`config.mk`:
```
export PLATFORM = sky130hd
export DESIGN_NAME = nios2_oci_trace_monitor
export DESIGN_NICKNAME = d
export VERILOG_FILES = /design/src/rtl/nios2_oci_mon_pkg.sv /design/src/rtl/nios2_oci_mon_fifo.sv /design/src/rtl/nios2_oci_trace_monitor.sv
export SDC_FILE = /design/constraint.sdc
export NUM_CORES = 1
export LEC_CHECK = 0
export ABC_CLOCK_PERIOD_IN_PS = 13700
export BUFFER_PORTS_ARGS = -buffer_cell sky130_fd_sc_hd__buf_2
export CORE_UTILIZATION = 50
export DETAILED_ROUTE_END_ITERATION = 7
export MAX_ROUTING_LAYER = met4
export PLACE_DENSITY_LB_ADDON = 0.08
export SKIP_CTS_REPAIR_TIMING = 1
export SLEW_MARGIN = 20
export SYNTH_ARGS = -nofsm -noshare
export SYNTH_HDL_FRONTEND = slang
export SYNTH_SLANG_ARGS = --single-unit
```
`constraint.sdc`:
```
create_clock -name clk -period 13.7 [get_ports clk]
set_input_delay 1.37 -clock clk [delete_from_list [all_inputs] [get_ports clk]]
set_output_delay 1.37 -clock clk [all_outputs]
set_load 0.01 [all_outputs]
```
`src/rtl/nios2_oci_mon_pkg.sv`:
```
// Shared FSM state type and default sizing for the OCI trace monitor.
// Optional build macro used by the monitor: OCI_MON_PARITY_EN.
package nios2_oci_mon_pkg;

    localparam int DCT_WIDTH_DEF  = 30;
    localparam int CNT_WIDTH_DEF  = 4;
    localparam int FIFO_DEPTH_DEF = 8;
    localparam int OVF_WIDTH      = 16;

    typedef enum logic [1:0] {
        ST_IDLE,
        ST_CAPTURE,
        ST_DRAIN,
        ST_ENDED
    } mon_state_e;

endpackage

```
`src/rtl/nios2_oci_mon_fifo.sv`:
```
// Capture FIFO for the trace monitor: storage, wrapping pointers, level.
// A push while full is only taken when a pop frees a slot in the same cycle.
module nios2_oci_mon_fifo #(
    parameter int WIDTH = 34,
    parameter int DEPTH = 8
) (
    input  logic                     clk,
    input  logic                     reset_n,
    input  logic                     push_i,
    input  logic                     pop_i,
    input  logic                     flush_i,
    input  logic [WIDTH-1:0]         wdata_i,
    output logic [WIDTH-1:0]         rdata_o,
    output logic [$clog2(DEPTH):0]   level_o,
    output logic                     full_o
);

    localparam int AW = $clog2(DEPTH);

    logic [WIDTH-1:0] mem_q [DEPTH];
    logic [AW-1:0]    wptr_q, wptr_d;
    logic [AW-1:0]    rptr_q, rptr_d;
    logic [AW:0]      level_q, level_d;
    logic             do_push, do_pop;

    assign full_o  = (level_q == (AW+1)'(DEPTH));
    assign do_pop  = pop_i && (level_q != '0);
    assign do_push = push_i && (!full_o || do_pop);
    assign rdata_o = mem_q[rptr_q];
    assign level_o = level_q;

    always_comb begin
        wptr_d  = wptr_q;
        rptr_d  = rptr_q;
        level_d = level_q;
        if (flush_i) begin
            wptr_d  = '0;
            rptr_d  = '0;
            level_d = '0;
        end else begin
            if (do_push) wptr_d = wptr_q + 1'b1;
            if (do_pop)  rptr_d = rptr_q + 1'b1;
            if (do_push && !do_pop) level_d = level_q + 1'b1;
            if (do_pop && !do_push) level_d = level_q - 1'b1;
        end
    end

    always_ff @(posedge clk or negedge reset_n) begin
        if (!reset_n) begin
            wptr_q  <= '0;
            rptr_q  <= '0;
            level_q <= '0;
        end else begin
            wptr_q  <= wptr_d;
            rptr_q  <= rptr_d;
            level_q <= level_d;
        end
    end

    // Storage is deliberately not reset; the level gates what is visible.
    always_ff @(posedge clk) begin
        if (do_push && !flush_i) mem_q[wptr_q] <= wdata_i;
    end

endmodule

```
`src/rtl/nios2_oci_trace_monitor.sv`:
```
// OCI trace monitor: captures qualified DCT words, drains them, then ends.
// Build macro OCI_MON_PARITY_EN adds a stored parity bit on rd_parity.
module nios2_oci_trace_monitor
    import nios2_oci_mon_pkg::*;
#(
    parameter int DCT_WIDTH  = DCT_WIDTH_DEF,
    parameter int CNT_WIDTH  = CNT_WIDTH_DEF,
    parameter int FIFO_DEPTH = FIFO_DEPTH_DEF
) (
    input  logic                          clk,
    input  logic                          reset_n,
    input  logic [DCT_WIDTH-1:0]          dct_buffer,
    input  logic [CNT_WIDTH-1:0]          dct_count,
    input  logic                          dct_valid,
    input  logic                          test_ending,
    input  logic                          test_has_ended,
    input  logic                          rd_ready,
    output logic                          rd_valid,
    output logic [DCT_WIDTH-1:0]          rd_data,
    output logic [CNT_WIDTH-1:0]          rd_count,
`ifdef OCI_MON_PARITY_EN
    output logic                          rd_parity,
`endif
    output logic [$clog2(FIFO_DEPTH):0]   fifo_level,
    output logic [OVF_WIDTH-1:0]          overflow_cnt,
    output logic                          done
);

    localparam int LW = $clog2(FIFO_DEPTH) + 1;
`ifdef OCI_MON_PARITY_EN
    localparam int FW = DCT_WIDTH + CNT_WIDTH + 1;
`else
    localparam int FW = DCT_WIDTH + CNT_WIDTH;
`endif

    mon_state_e           state_q;
    logic                 done_q;
    logic [OVF_WIDTH-1:0] ovf_q;
    logic [FW-1:0]        wdata, rdata;
    logic [LW-1:0]        level;
    logic                 full, active, push_req, pop, ovf_inc;

    assign active   = (state_q == ST_CAPTURE) || (state_q == ST_DRAIN);
    assign push_req = ((state_q == ST_IDLE) || (state_q == ST_CAPTURE))
                      && dct_valid && (dct_count != '0) && !test_has_ended;
    assign rd_valid = active && (level != '0);
    assign pop      = rd_valid && rd_ready && !test_has_ended;
    assign ovf_inc  = push_req && full && !pop;

`ifdef OCI_MON_PARITY_EN
    assign wdata     = {^{dct_buffer, dct_count}, dct_count, dct_buffer};
    assign rd_parity = rd_valid ? rdata[FW-1] : 1'b0;
`else
    assign wdata     = {dct_count, dct_buffer};
`endif

    assign rd_data      = rd_valid ? rdata[DCT_WIDTH-1:0] : '0;
    assign rd_count     = rd_valid ? rdata[DCT_WIDTH +: CNT_WIDTH] : '0;
    assign fifo_level   = level;
    assign overflow_cnt = ovf_q;
    assign done         = done_q;

    nios2_oci_mon_fifo #(
        .WIDTH (FW),
        .DEPTH (FIFO_DEPTH)
    ) u_fifo (
        .clk     (clk),
        .reset_n (reset_n),
        .push_i  (push_req),
        .pop_i   (pop),
        .flush_i (test_has_ended),
        .wdata_i (wdata),
        .rdata_o (rdata),
        .level_o (level),
        .full_o  (full)
    );

    always_ff @(posedge clk or negedge reset_n) begin
        if (!reset_n) begin
            state_q <= ST_IDLE;
            done_q  <= 1'b0;
            ovf_q   <= '0;
        end else begin
            if (ovf_inc && (ovf_q != '1)) ovf_q <= ovf_q + 1'b1;
            if (test_has_ended) begin
                state_q <= ST_ENDED;
                done_q  <= 1'b1;
            end else begin
                unique case (state_q)
                    ST_IDLE: begin
                        if (test_ending)   state_q <= ST_DRAIN;
                        else if (push_req) state_q <= ST_CAPTURE;
                    end
                    ST_CAPTURE: begin
                        if (test_ending) state_q <= ST_DRAIN;
                    end
                    // Exit only once the last word has been observed popped.
                    ST_DRAIN: begin
                        if (level == '0) begin
                            state_q <= ST_ENDED;
                            done_q  <= 1'b1;
                        end
                    end
                    ST_ENDED: ;
                    default: state_q <= ST_IDLE;
                endcase
            end
        end
    end

endmodule

```
==> impl_metrics.yaml, run 1 <==
die:
  die_h_um: 156
  die_width_um: 156
  num_io_pins: 96
  die_area_um2: 24400
  rows: 56
  core-area_um2: 23400
  floorplan.initialDensity_pct: 50.9
critical_path:
  reg2reg_setup_slack_ns: 10.31
  crit_path_top_delay_cell: "sky130_fd_sc_hd__dfrtp_4"
  worstPathCellList: "buf_6 -> mux4_2 -> mux2i_1 -> nor2_1 -> buf_2"
  data_arrival_time_of_the_critical_path_ns: 2.96
  rr_startpoint: "state_q[0]"
  crit-reg2reg-capture: "u_fifo.mem_q[2][9]"
  critPathMaxFanout: 52
  critical-path-max-stage-delay_ns: 0.67
  critPathKind: "flip-flop to output pin"
  worst_ep_required_time_ns: 12.33
  reg2reg_depth: 8
  crit_path_end_kind: "output pin"
  setup.worst_path.start_class: "flip-flop"
sta:
  maxSlewHeadroom_pct: 37.5
  worst_clock_skew_ns: 0.00812
  pin_slew_with_the_least_headroom_to_its_limit_ns: 0.938
  drv_slew: 0
  fin_crit_sh_pct: 31.6
  maxClockFrequency_mhz: 231
  fin_setup_tns_ns: 0
  rsz_0062_raised_after_global_routing: "no"
  hold_violations: 0
  final_period_minus_worst_setup_slack_ns: 4.33
  fin_hold_ws_ns: 0.473
  final-setup-viol-count: 0
synthesis:
  synth_top_flop_cell: "sky130_fd_sc_hd__edfxtp_1"
  number_of_distinct_library_cells_after_synthesis: 43
  syn_inst: 601
  synth.net_count: 650
  yosys_register_bits: 301
  ys_warn_count: 0
  seq_total_area_yosys_pct: 74.7
  avgSynthCellArea_um2: 19.8
  synth_edf_count: 272
  synthArstFlopShare_pct: 9.63
  netlist_area_um2: 11900
worst_hold_path:
  hold_end: "done"
  min-delay-path-class: "flip-flop to flip-flop"
  hold_path_cell_cnt: 1
  worstHoldStart: "done"
run_status:
  run_status: "complete, no violations"
grt:
  grt_remaining_overflow: 0
  grt_start_max_net_pins: 63
  grt_first_pass_wirelength_um: 34800
  gr-usage-all-layers_pct: 19.5
  number_of_global_route_vias_before_repair: 6274
  initial_antenna_violation_count: 1
detailed_routing:
  number_of_remaining_drc_errors: 0
  drt_iter0_drc: 276
  wl_per_cell_um: 20.9
  route.final.wire_length_um: 22100
  postRouteAntennaNets: 0
  vias_per_cell: 5.51
  first_pass_iters: 4
  vias: 5825
clock_tree:
  cts_buffers: 30
  cts.htree.levels: 1
  clk_transition_reported_paths_ns: 0.06
  cts-root-to-sink-buffers: 3
  clock_insertion_delay_at_the_later_pin_of_the_skew_report_ns: 0.55
  tritoncts: "yes"
  clock_tree.root_cell: "sky130_fd_sc_hd__clkbuf_16"
  cts_sinks: 301
final_layout:
  drive_above_1_share_pct: 32.2
  layout.nets: 763
  most_common_library_cell_in_the_layout_ignoring_fill_and_taps: "sky130_fd_sc_hd__edfxtp_1"
  area_growth_synth_to_finish_pct: 16.7
  mostFrequentLayoutCells: "sky130_fd_sc_hd__edfxtp_1, sky130_fd_sc_hd__buf_2, sky130_fd_sc_hd__mux4_2"
  final_area_um2: 13900
place:
  io_buffers: 95
  dpl_cell_area_um2: 12900
  hpwl_after_detailed_placement_um: 13300
  routabilityCongestion: 0.798
power:
  p_per_area_nw_per_um2: 140
  p_leak_uw: 0.00465
  peakVddDrop_mv: 0.0854
job:
  cap_violations: 0
[metrics by stage]
step,setup WS [ns],instances,power [µW],utilization (%)
after floorplan,8.40,601,1120,-
after global placement,9.54,996,1170,54.6
after detailed placement,9.47,1001,1170,55.1
after CTS,8.97,1057,1970,59.4
after global routing,9.14,1058,2020,59.4
final,9.37,1058,1950,59.4
[cells by family after synthesis]
kind of cell    synth area share, %
fa+ha+maj                      1.01
flops                          74.7
xor+xnor                       1.40
mux                            15.9
simple gates                   4.94
compound gates                0.893
buf+inv                        1.19
[worst max-delay path by stage]
stage                          start                 end  depth (start not counted)
floorplan             test_has_ended  u_fifo.mem_q[0][0]                          5
finish              u_fifo.rptr_q[0]         rd_data[29]                          5
global route        u_fifo.rptr_q[0]          rd_data[2]                          5
CTS                 u_fifo.rptr_q[0]          rd_data[2]                          5
detailed placement      dct_count[1]  u_fifo.mem_q[2][0]                          7
global placement    u_fifo.rptr_q[0]          rd_data[2]                          5
[sequential cells by signal, summed over array words and instances, names as in the netlist]
| register | count |
|---|---|
| u_fifo.rptr_q | 3 |
| overflow_cnt | 16 |
| done | 1 |
| u_fifo.mem_q | 272 |
| u_fifo.wptr_q | 3 |
| state_q | 2 |
| u_fifo.level_o | 4 |
[routing by layer]
metal,wire (µm),vias to the layer above,global-route usage (%)
met2,11200,117,32.1
met5,0,-,-
met3,929,24,2.74
met1,9700,3031,25.7
li1,-,2653,-
met4,284,0,4.90
[cell type report]
class,count,area [µm²]
Inverter,4,15.0
Sequential cell,301,8900
Timing Repair Buffer,109,664
Antenna cell,1,2.50
Clock buffer,39,856
Fill cell,1798,9500
Clock inverter,17,131
Multi-Input combinational cell,268,2930
Tap cell,319,399
[worst max-delay path: cells and delay by family (launching register included)]
kind,cells,cell delay [ns]
flops,1,0.67
simple gates,1,0.10
buf+inv,2,0.85
mux,2,0.77
[report_power, final]
part / internal [µW] / switching [µW] / leakage (µW)
combinational: 54.2 / 73.9 / 0.00133
sequential: 1010 / 10.1 / 0.00283
clock: 474 / 323 / 0.000485
total: 1540 / 407 / 0.00465
[synth_stat cells, types with 3 or more instances]
library cell               count  area share (%)
sky130_fd_sc_hd__inv_1         4            0.13
sky130_fd_sc_hd__dfrtp_1      29             6.1
sky130_fd_sc_hd__mux2i_1      35             2.9
sky130_fd_sc_hd__or3_1         4            0.21
sky130_fd_sc_hd__buf_2         8            0.34
sky130_fd_sc_hd__buf_1         3           0.095
sky130_fd_sc_hd__nor3_1       11            0.46
sky130_fd_sc_hd__ha_1          8            0.84
sky130_fd_sc_hd__nor4_1        4            0.21
sky130_fd_sc_hd__and3_1        4            0.21
sky130_fd_sc_hd__mux4_2       68              13
sky130_fd_sc_hd__nand2_1      11            0.35
sky130_fd_sc_hd__nand3b_1      4            0.25
sky130_fd_sc_hd__a21oi_1       5            0.21
sky130_fd_sc_hd__xor2_1        3            0.22
sky130_fd_sc_hd__nor2_1       52             1.6
sky130_fd_sc_hd__clkbuf_1     15            0.47
sky130_fd_sc_hd__nand4_1       9            0.47
sky130_fd_sc_hd__nand3_1       8            0.34
sky130_fd_sc_hd__edfxtp_1    272              69
sky130_fd_sc_hd__xnor2_1      16             1.2
sky130_fd_sc_hd__nand2b_1      3            0.16
(Power assumes the default switching activity.)
==> run 2: changes to the inputs <==
--- a/config.mk
+++ b/config.mk
@@ -5,7 +5,7 @@
 export SDC_FILE = /design/constraint.sdc
 export NUM_CORES = 1
 export LEC_CHECK = 0
-export ABC_CLOCK_PERIOD_IN_PS = 13700
+export ABC_CLOCK_PERIOD_IN_PS = 3600
 export BUFFER_PORTS_ARGS = -buffer_cell sky130_fd_sc_hd__buf_2
 export CORE_UTILIZATION = 50
 export DETAILED_ROUTE_END_ITERATION = 7
==> constraint.sdc (replaced) <==
create_clock -name clk -period 3.6 [get_ports clk]
set_input_delay 0.36 -clock clk [delete_from_list [all_inputs] [get_ports clk]]
set_output_delay 0.36 -clock clk [all_outputs]
set_load 0.01 [all_outputs]
==> run 2 against run 1 <==
- die area is the same
- critical endpoint is now rd_data[10]
- utilization grew 0.36 points
- cell count grew 0.66%
- flip-flop and latch count is the same
- register-to-register slack lost 9.8 ns
- non-clock buffer count grew 7
- global-route usage grew 0.59 points
- clock power grew to 4.0 times the previous value
- largest power group unchanged
- hold slack lost 0.38 ns
==> impl_metrics.yaml, run 2 (synthesis gave the netlist of run 1 again) <==
critical_path:
  critical_path.top_delay_family: "simple AND/OR/NAND/NOR gates"
  worstPathCellList: "nor4_1 -> nand2b_2 -> buf_4 -> nor2_1 -> buf_2"
  crit_path_top_delay_cell: "sky130_fd_sc_hd__nand2b_2"
  critPathKind: "flip-flop to output pin"
  critical-path-max-stage-delay_ns: 0.59
  setup.worst_path.start_class: "flip-flop"
  data_arrival_time_of_the_critical_path_ns: 2.71
  worst_ep_required_time_ns: 3.24
  critPathMaxFanout: 22
  crit_path_end_kind: "output pin"
  worstPathBufferInverterCount: 2
die:
  die_area_um2: 24400
  core-area_um2: 23400
  die_h_um: 156
  rows: 56
  floorplan.initialDensity_pct: 50.9
  die_width_um: 156
  num_io_pins: 96
sta:
  maxClockFrequency_mhz: 326
  hold_violations: 0
  drv_slew: 0
  rsz_0062_raised_after_global_routing: "no"
  final-setup-viol-count: 0
  worst_clock_skew_ns: 0.0100
  final_period_minus_worst_setup_slack_ns: 3.07
  maxSlewHeadroom_pct: 50.2
  fin_crit_sh_pct: 85.3
  pin_slew_with_the_least_headroom_to_its_limit_ns: 0.747
  fin_setup_tns_ns: 0
clock_tree:
  clk_transition_reported_paths_ns: 0.06
  cts_buffers: 31
  clock_insertion_delay_at_the_later_pin_of_the_skew_report_ns: 0.54
  cts-root-to-sink-buffers: 3
  cts.htree.levels: 1
  clock_tree.root_cell: "sky130_fd_sc_hd__clkbuf_16"
  tritoncts: "yes"
  cts_sinks: 301
detailed_routing:
  route.final.wire_length_um: 22700
  vias_per_cell: 5.58
  vias: 5941
  drt_iter0_drc: 345
  number_of_remaining_drc_errors: 0
  first_pass_iters: 4
  postRouteAntennaNets: 0
  wl_per_cell_um: 21.3
place:
  hpwl_after_detailed_placement_um: 13900
  routabilityCongestion: 0.843
  placedCellCount: 1007
  io_buffers: 95
final_layout:
  area_growth_synth_to_finish_pct: 17.4
  mostFrequentLayoutCells: "sky130_fd_sc_hd__edfxtp_1, sky130_fd_sc_hd__buf_2, sky130_fd_sc_hd__mux4_2"
  max_reg_flops: 272
  drive_above_1_share_pct: 32.5
  registers.top_by_ff_count: "u_fifo.mem_q"
  most_common_library_cell_in_the_layout_ignoring_fill_and_taps: "sky130_fd_sc_hd__edfxtp_1"
  layout.nets: 771
  final_util_pct: 59.8
  final_cells: 1065
power:
  peakVddDrop_mv: 0.394
  p_leak_uw: 0.00467
  p_per_area_nw_per_um2: 543
worst_hold_path:
  min-delay-path-class: "primary input to flip-flop"
grt:
  grt_remaining_overflow: 0
  grt_start_max_net_pins: 49
  number_of_global_route_vias_before_repair: 6135
  grt_first_pass_wirelength_um: 35300
  initial_antenna_violation_count: 1
  gr-usage-all-layers_pct: 20.1
run_status:
  run_status: "complete, no violations"
job:
  cap_violations: 0
[run 2: metrics by stage]
| stage | setup WS (ns) | power (µW) | instance area [µm²] | hold WS, ns |
|---|---|---|---|---|
| 2_1_floorplan | 0.0547 | 4280 | 11900 | 0.0644 |
| 3_3_place_gp | 0.680 | 4460 | 12900 | 0.411 |
| 3_5_place_dp | 0.599 | 4480 | 12900 | 0.419 |
| 4_1_cts | 0.446 | 7680 | 14000 | -0.160 |
| 5_1_grt | 0.360 | 7840 | 14000 | 0.0867 |
| 6_report | 0.529 | 7590 | 14000 | 0.0941 |
[run 2: metal layers]
metal	global-route usage, %	part of all wire (%)
met4	4.34	1.2
met2	34.1	52
met1	26.0	42
met3	2.71	4.9
met5	-	0
[run 2: power breakdown]
group	total (µW)	leakage [µW]	switching, µW	internal [µW]
clock	3190	0.000491	1270	1920
combinational	495	0.00135	278	216
sequential	3900	0.00283	44.8	3860
total	7590	0.00467	1590	6000
[run 2: layout make-up]
class | instances | area, µm²
clock inverter | 22 | 239
antenna | 1 | 2.50
inverter | 4 | 15.0
multi-input combinational | 268 | 2940
tap | 319 | 399
fill | 1741 | 9420
timing repair buffer | 116 | 698
clock buffer | 34 | 787
sequential | 301 | 8900
[run 2: path summary, 6_finish.rpt]
kind	start	endpoint	slack, ns	cells past startpoint
worst max register to register	state_q[0]	u_fifo.level_o[3]	0.56	12
max in group asynchronous	reset_n	u_fifo.rptr_q[0]	2.71	2
worst min register to register	done	done	0.48	1
worst min-delay path	dct_buffer[28]	u_fifo.mem_q[7][28]	0.09	1
worst max-delay path	u_fifo.level_o[0]	rd_data[10]	0.53	5
min in group asynchronous	reset_n	u_fifo.wptr_q[2]	0.40	2
==> run 3: changes to the inputs <==
--- a/config.mk
+++ b/config.mk
@@ -5,6 +5,7 @@
 export SDC_FILE = /design/constraint.sdc
 export NUM_CORES = 1
 export LEC_CHECK = 0
+export ABC_AREA = 1
 export ABC_CLOCK_PERIOD_IN_PS = 3600
 export BUFFER_PORTS_ARGS = -buffer_cell sky130_fd_sc_hd__buf_2
 export CORE_UTILIZATION = 50
==> run 3 against run 2 <==
- sequential share of layout area is 2.0 points lower
- cell count is 40% higher
- largest power group unchanged
- largest cell class unchanged
- wire length is 18% higher
- first-iteration DRC count is 92% higher
- count of clock-buffer cells in the layout is 5 higher
- worst setup slack better by 0.058 ns
- hold slack worse by 0.017 ns
- synthesized area is 4.8% higher
- sequential power is 5.1% higher
- register-to-register slack better by 0.31 ns
- clock power is 2% lower
- die area is 4.8% higher
==> impl_metrics.yaml, run 3 <==
synthesis:
  synth_area_leaders: "sky130_fd_sc_hd__edfxtp_1, sky130_fd_sc_hd__nor2_1, sky130_fd_sc_hd__o21ai_0"
  synth_edf_count: 272
  yosys-top-cells-count: "sky130_fd_sc_hd__edfxtp_1, sky130_fd_sc_hd__nor2_1, sky130_fd_sc_hd__o21ai_0, sky130_fd_sc_hd__nand2_1, sky130_fd_sc_hd__a31oi_1"
  post_synth_mux_area_share_pct: 0
  share_of_the_synthesized_area_in_the_top_cell_type_pct: 65.4
  avgSynthCellArea_um2: 11.9
  number_of_distinct_library_cells_after_synthesis: 35
  seq_total_area_yosys_pct: 71.2
  synth_top_flop_cell: "sky130_fd_sc_hd__edfxtp_1"
  synth_simple_gate_area_share_pct: 12.3
  yosys.area_share.xor_xnor_pct: 1.05
  ys_warn_count: 0
  synth.net_count: 1100
  synth_adder_area_share_pct: 0.962
  synth_most_common_cell: "sky130_fd_sc_hd__edfxtp_1"
  synth.largest_area_cell: "sky130_fd_sc_hd__edfxtp_1"
  synth_compound_area_share_pct: 11.2
  synthArstFlopShare_pct: 9.63
  syn_inst: 1051
  yosys_register_bits: 301
  netlist_area_um2: 12500
  dominant_combinational_cell_family_by_area_after_synthesis: "simple AND/OR/NAND/NOR gates"
critical_path:
  crit_path_end_kind: "output pin"
  critical_path.top_delay_family: "flip-flops"
  setup.worst_path.start_class: "flip-flop"
  data_arrival_time_of_the_critical_path_ns: 2.65
  crit_path_top_delay_cell: "sky130_fd_sc_hd__dfrtp_4"
  critPathMaxFanout: 37
  worstPathCellList: "buf_4 -> o21ai_0 -> o21ai_0 -> o21ai_0 -> a31oi_1 -> buf_2"
  critPathKind: "flip-flop to output pin"
  worst_ep_required_time_ns: 3.24
  critical-path-max-stage-delay_ns: 0.72
  worstPathBufferInverterCount: 2
  critPathMostFrequentCell: "sky130_fd_sc_hd__o21ai_0"
place:
  routabilityCongestion: 0.792
  dp_slack_ns: 0.843
  hpwl_after_detailed_placement_um: 15200
  io_buffers: 95
clock_tree:
  cts_buffers: 31
  clk_transition_reported_paths_ns: 0.06
  cts-root-to-sink-buffers: 3
  clock_insertion_delay_at_the_later_pin_of_the_skew_report_ns: 0.56
  cts_sinks: 301
  tritoncts: "yes"
  cts.htree.levels: 1
  clock_tree.root_cell: "sky130_fd_sc_hd__clkbuf_16"
grt:
  grt_start_max_net_pins: 86
  grt_remaining_overflow: 0
  number_of_global_route_vias_before_repair: 7759
  grt_first_pass_wirelength_um: 42500
  initial_antenna_violation_count: 0
  gr-usage-all-layers_pct: 21.8
die:
  core-area_um2: 24400
  rows: 57
  die_area_um2: 25600
  die_h_um: 160
  num_io_pins: 96
  die_width_um: 160
  floorplan.initialDensity_pct: 51.2
power:
  p_per_area_nw_per_um2: 668
  p_leak_uw: 0.00525
  peakVddDrop_mv: 0.445
worst_hold_path:
  min-delay-path-class: "primary input to flip-flop"
detailed_routing:
  vias_per_cell: 5.36
  wl_per_cell_um: 17.9
  drt_iter0_drc: 664
  postRouteAntennaNets: 0
  number_of_remaining_drc_errors: 0
  vias: 7999
  first_pass_iters: 5
  route.final.wire_length_um: 26700
sta:
  fin_setup_tns_ns: 0
  final-setup-viol-count: 0
  drv_slew: 0
  rsz_0062_raised_after_global_routing: "no"
  pin_slew_with_the_least_headroom_to_its_limit_ns: 0.701
  hold_violations: 0
  final_period_minus_worst_setup_slack_ns: 3.01
  postLayoutSetupSlackWorst_ns: 0.586
  fin_crit_sh_pct: 83.7
  maxSlewHeadroom_pct: 53.2
  worst_clock_skew_ns: 0.0167
  maxClockFrequency_mhz: 332
job:
  cap_violations: 0
run_status:
  run_status: "complete, no violations"
final_layout:
  drive_above_1_share_pct: 16.5
  num_antenna_cells: 0
  mostFrequentLayoutCells: "sky130_fd_sc_hd__edfxtp_1, sky130_fd_sc_hd__nor2_1, sky130_fd_sc_hd__o21ai_0"
  layout.nets: 1192
  area_growth_synth_to_finish_pct: 15.7
  fill_cells: 2053
  most_common_library_cell_in_the_layout_ignoring_fill_and_taps: "sky130_fd_sc_hd__edfxtp_1"
  registers.top_by_ff_count: "u_fifo.mem_q"
  max_reg_flops: 272
[run 3: logic make-up (layout without fill, tap and decap cells)]
family | after synthesis | count (layout)
AO/OA/AOI/OAI | 262 | 262
flip-flops | 301 | 301
buffers and inverters | 92 | 208
XOR/XNOR | 15 | 15
AND/OR/NAND/NOR | 372 | 372
adder cells (fa/ha/maj) | 9 | 9
[run 3: area by class of cell]
cell class | count | area [µm²] | share of cell area (%)
Inverter | 36 | 136 | 0.944
Clock buffer | 39 | 836 | 5.79
Sequential cell | 301 | 8900 | 61.6
Clock inverter | 18 | 159 | 1.10
Multi-Input combinational cell | 658 | 3240 | 22.4
Tap cell | 324 | 405 | 2.81
Timing Repair Buffer | 115 | 766 | 5.30
[run 3: power by group]
| group | internal, µW | switching (µW) | total [µW] |
|---|---|---|---|
| Sequential | 3940 | 159 | 4100 |
| Combinational | 815 | 1610 | 2430 |
| Clock | 1840 | 1280 | 3130 |
| Total | 6590 | 3050 | 9650 |
[run 3: path summary, 6_finish.rpt]
kind | startpoint | endpoint | slack, ns | depth (start not counted)
setup / recovery | u_fifo.rptr_q[0] | rd_data[27] | 0.59 | 6
max in group asynchronous | reset_n | u_fifo.rptr_q[1] | 2.73 | 2
hold reg to reg | done | done | 0.48 | 1
min in group asynchronous | reset_n | overflow_cnt[2] | 0.37 | 2
hold / removal | dct_buffer[22] | u_fifo.mem_q[6][22] | 0.08 | 1
setup reg to reg | state_q[0] | u_fifo.mem_q[2][13] | 0.87 | 9
[run 3: routing by layer]
metal | wire length (µm) | track usage, % | up-vias
met1 | 12100 | 29.2 | 3882
met2 | 13000 | 35.2 | 167
li1 | - | - | 3915
met3 | 1100 | 3.17 | 35
met4 | 495 | 5.19 | 0
met5 | 0 | - | -
[run 3: through the flow]
stage	cell area, µm²	utilization (%)	std cells	power (µW)	hold slack [ns]
finish	14400	59.2	1491	9650	0.0776
CTS	14400	59.2	1490	9730	-0.162
floorplan	12500	-	1051	5730	0.0644
global route	14400	59.2	1491	10200	0.0713
detailed placement	13400	55.1	1433	6600	0.432
global placement	13400	55.1	1433	6590	0.442
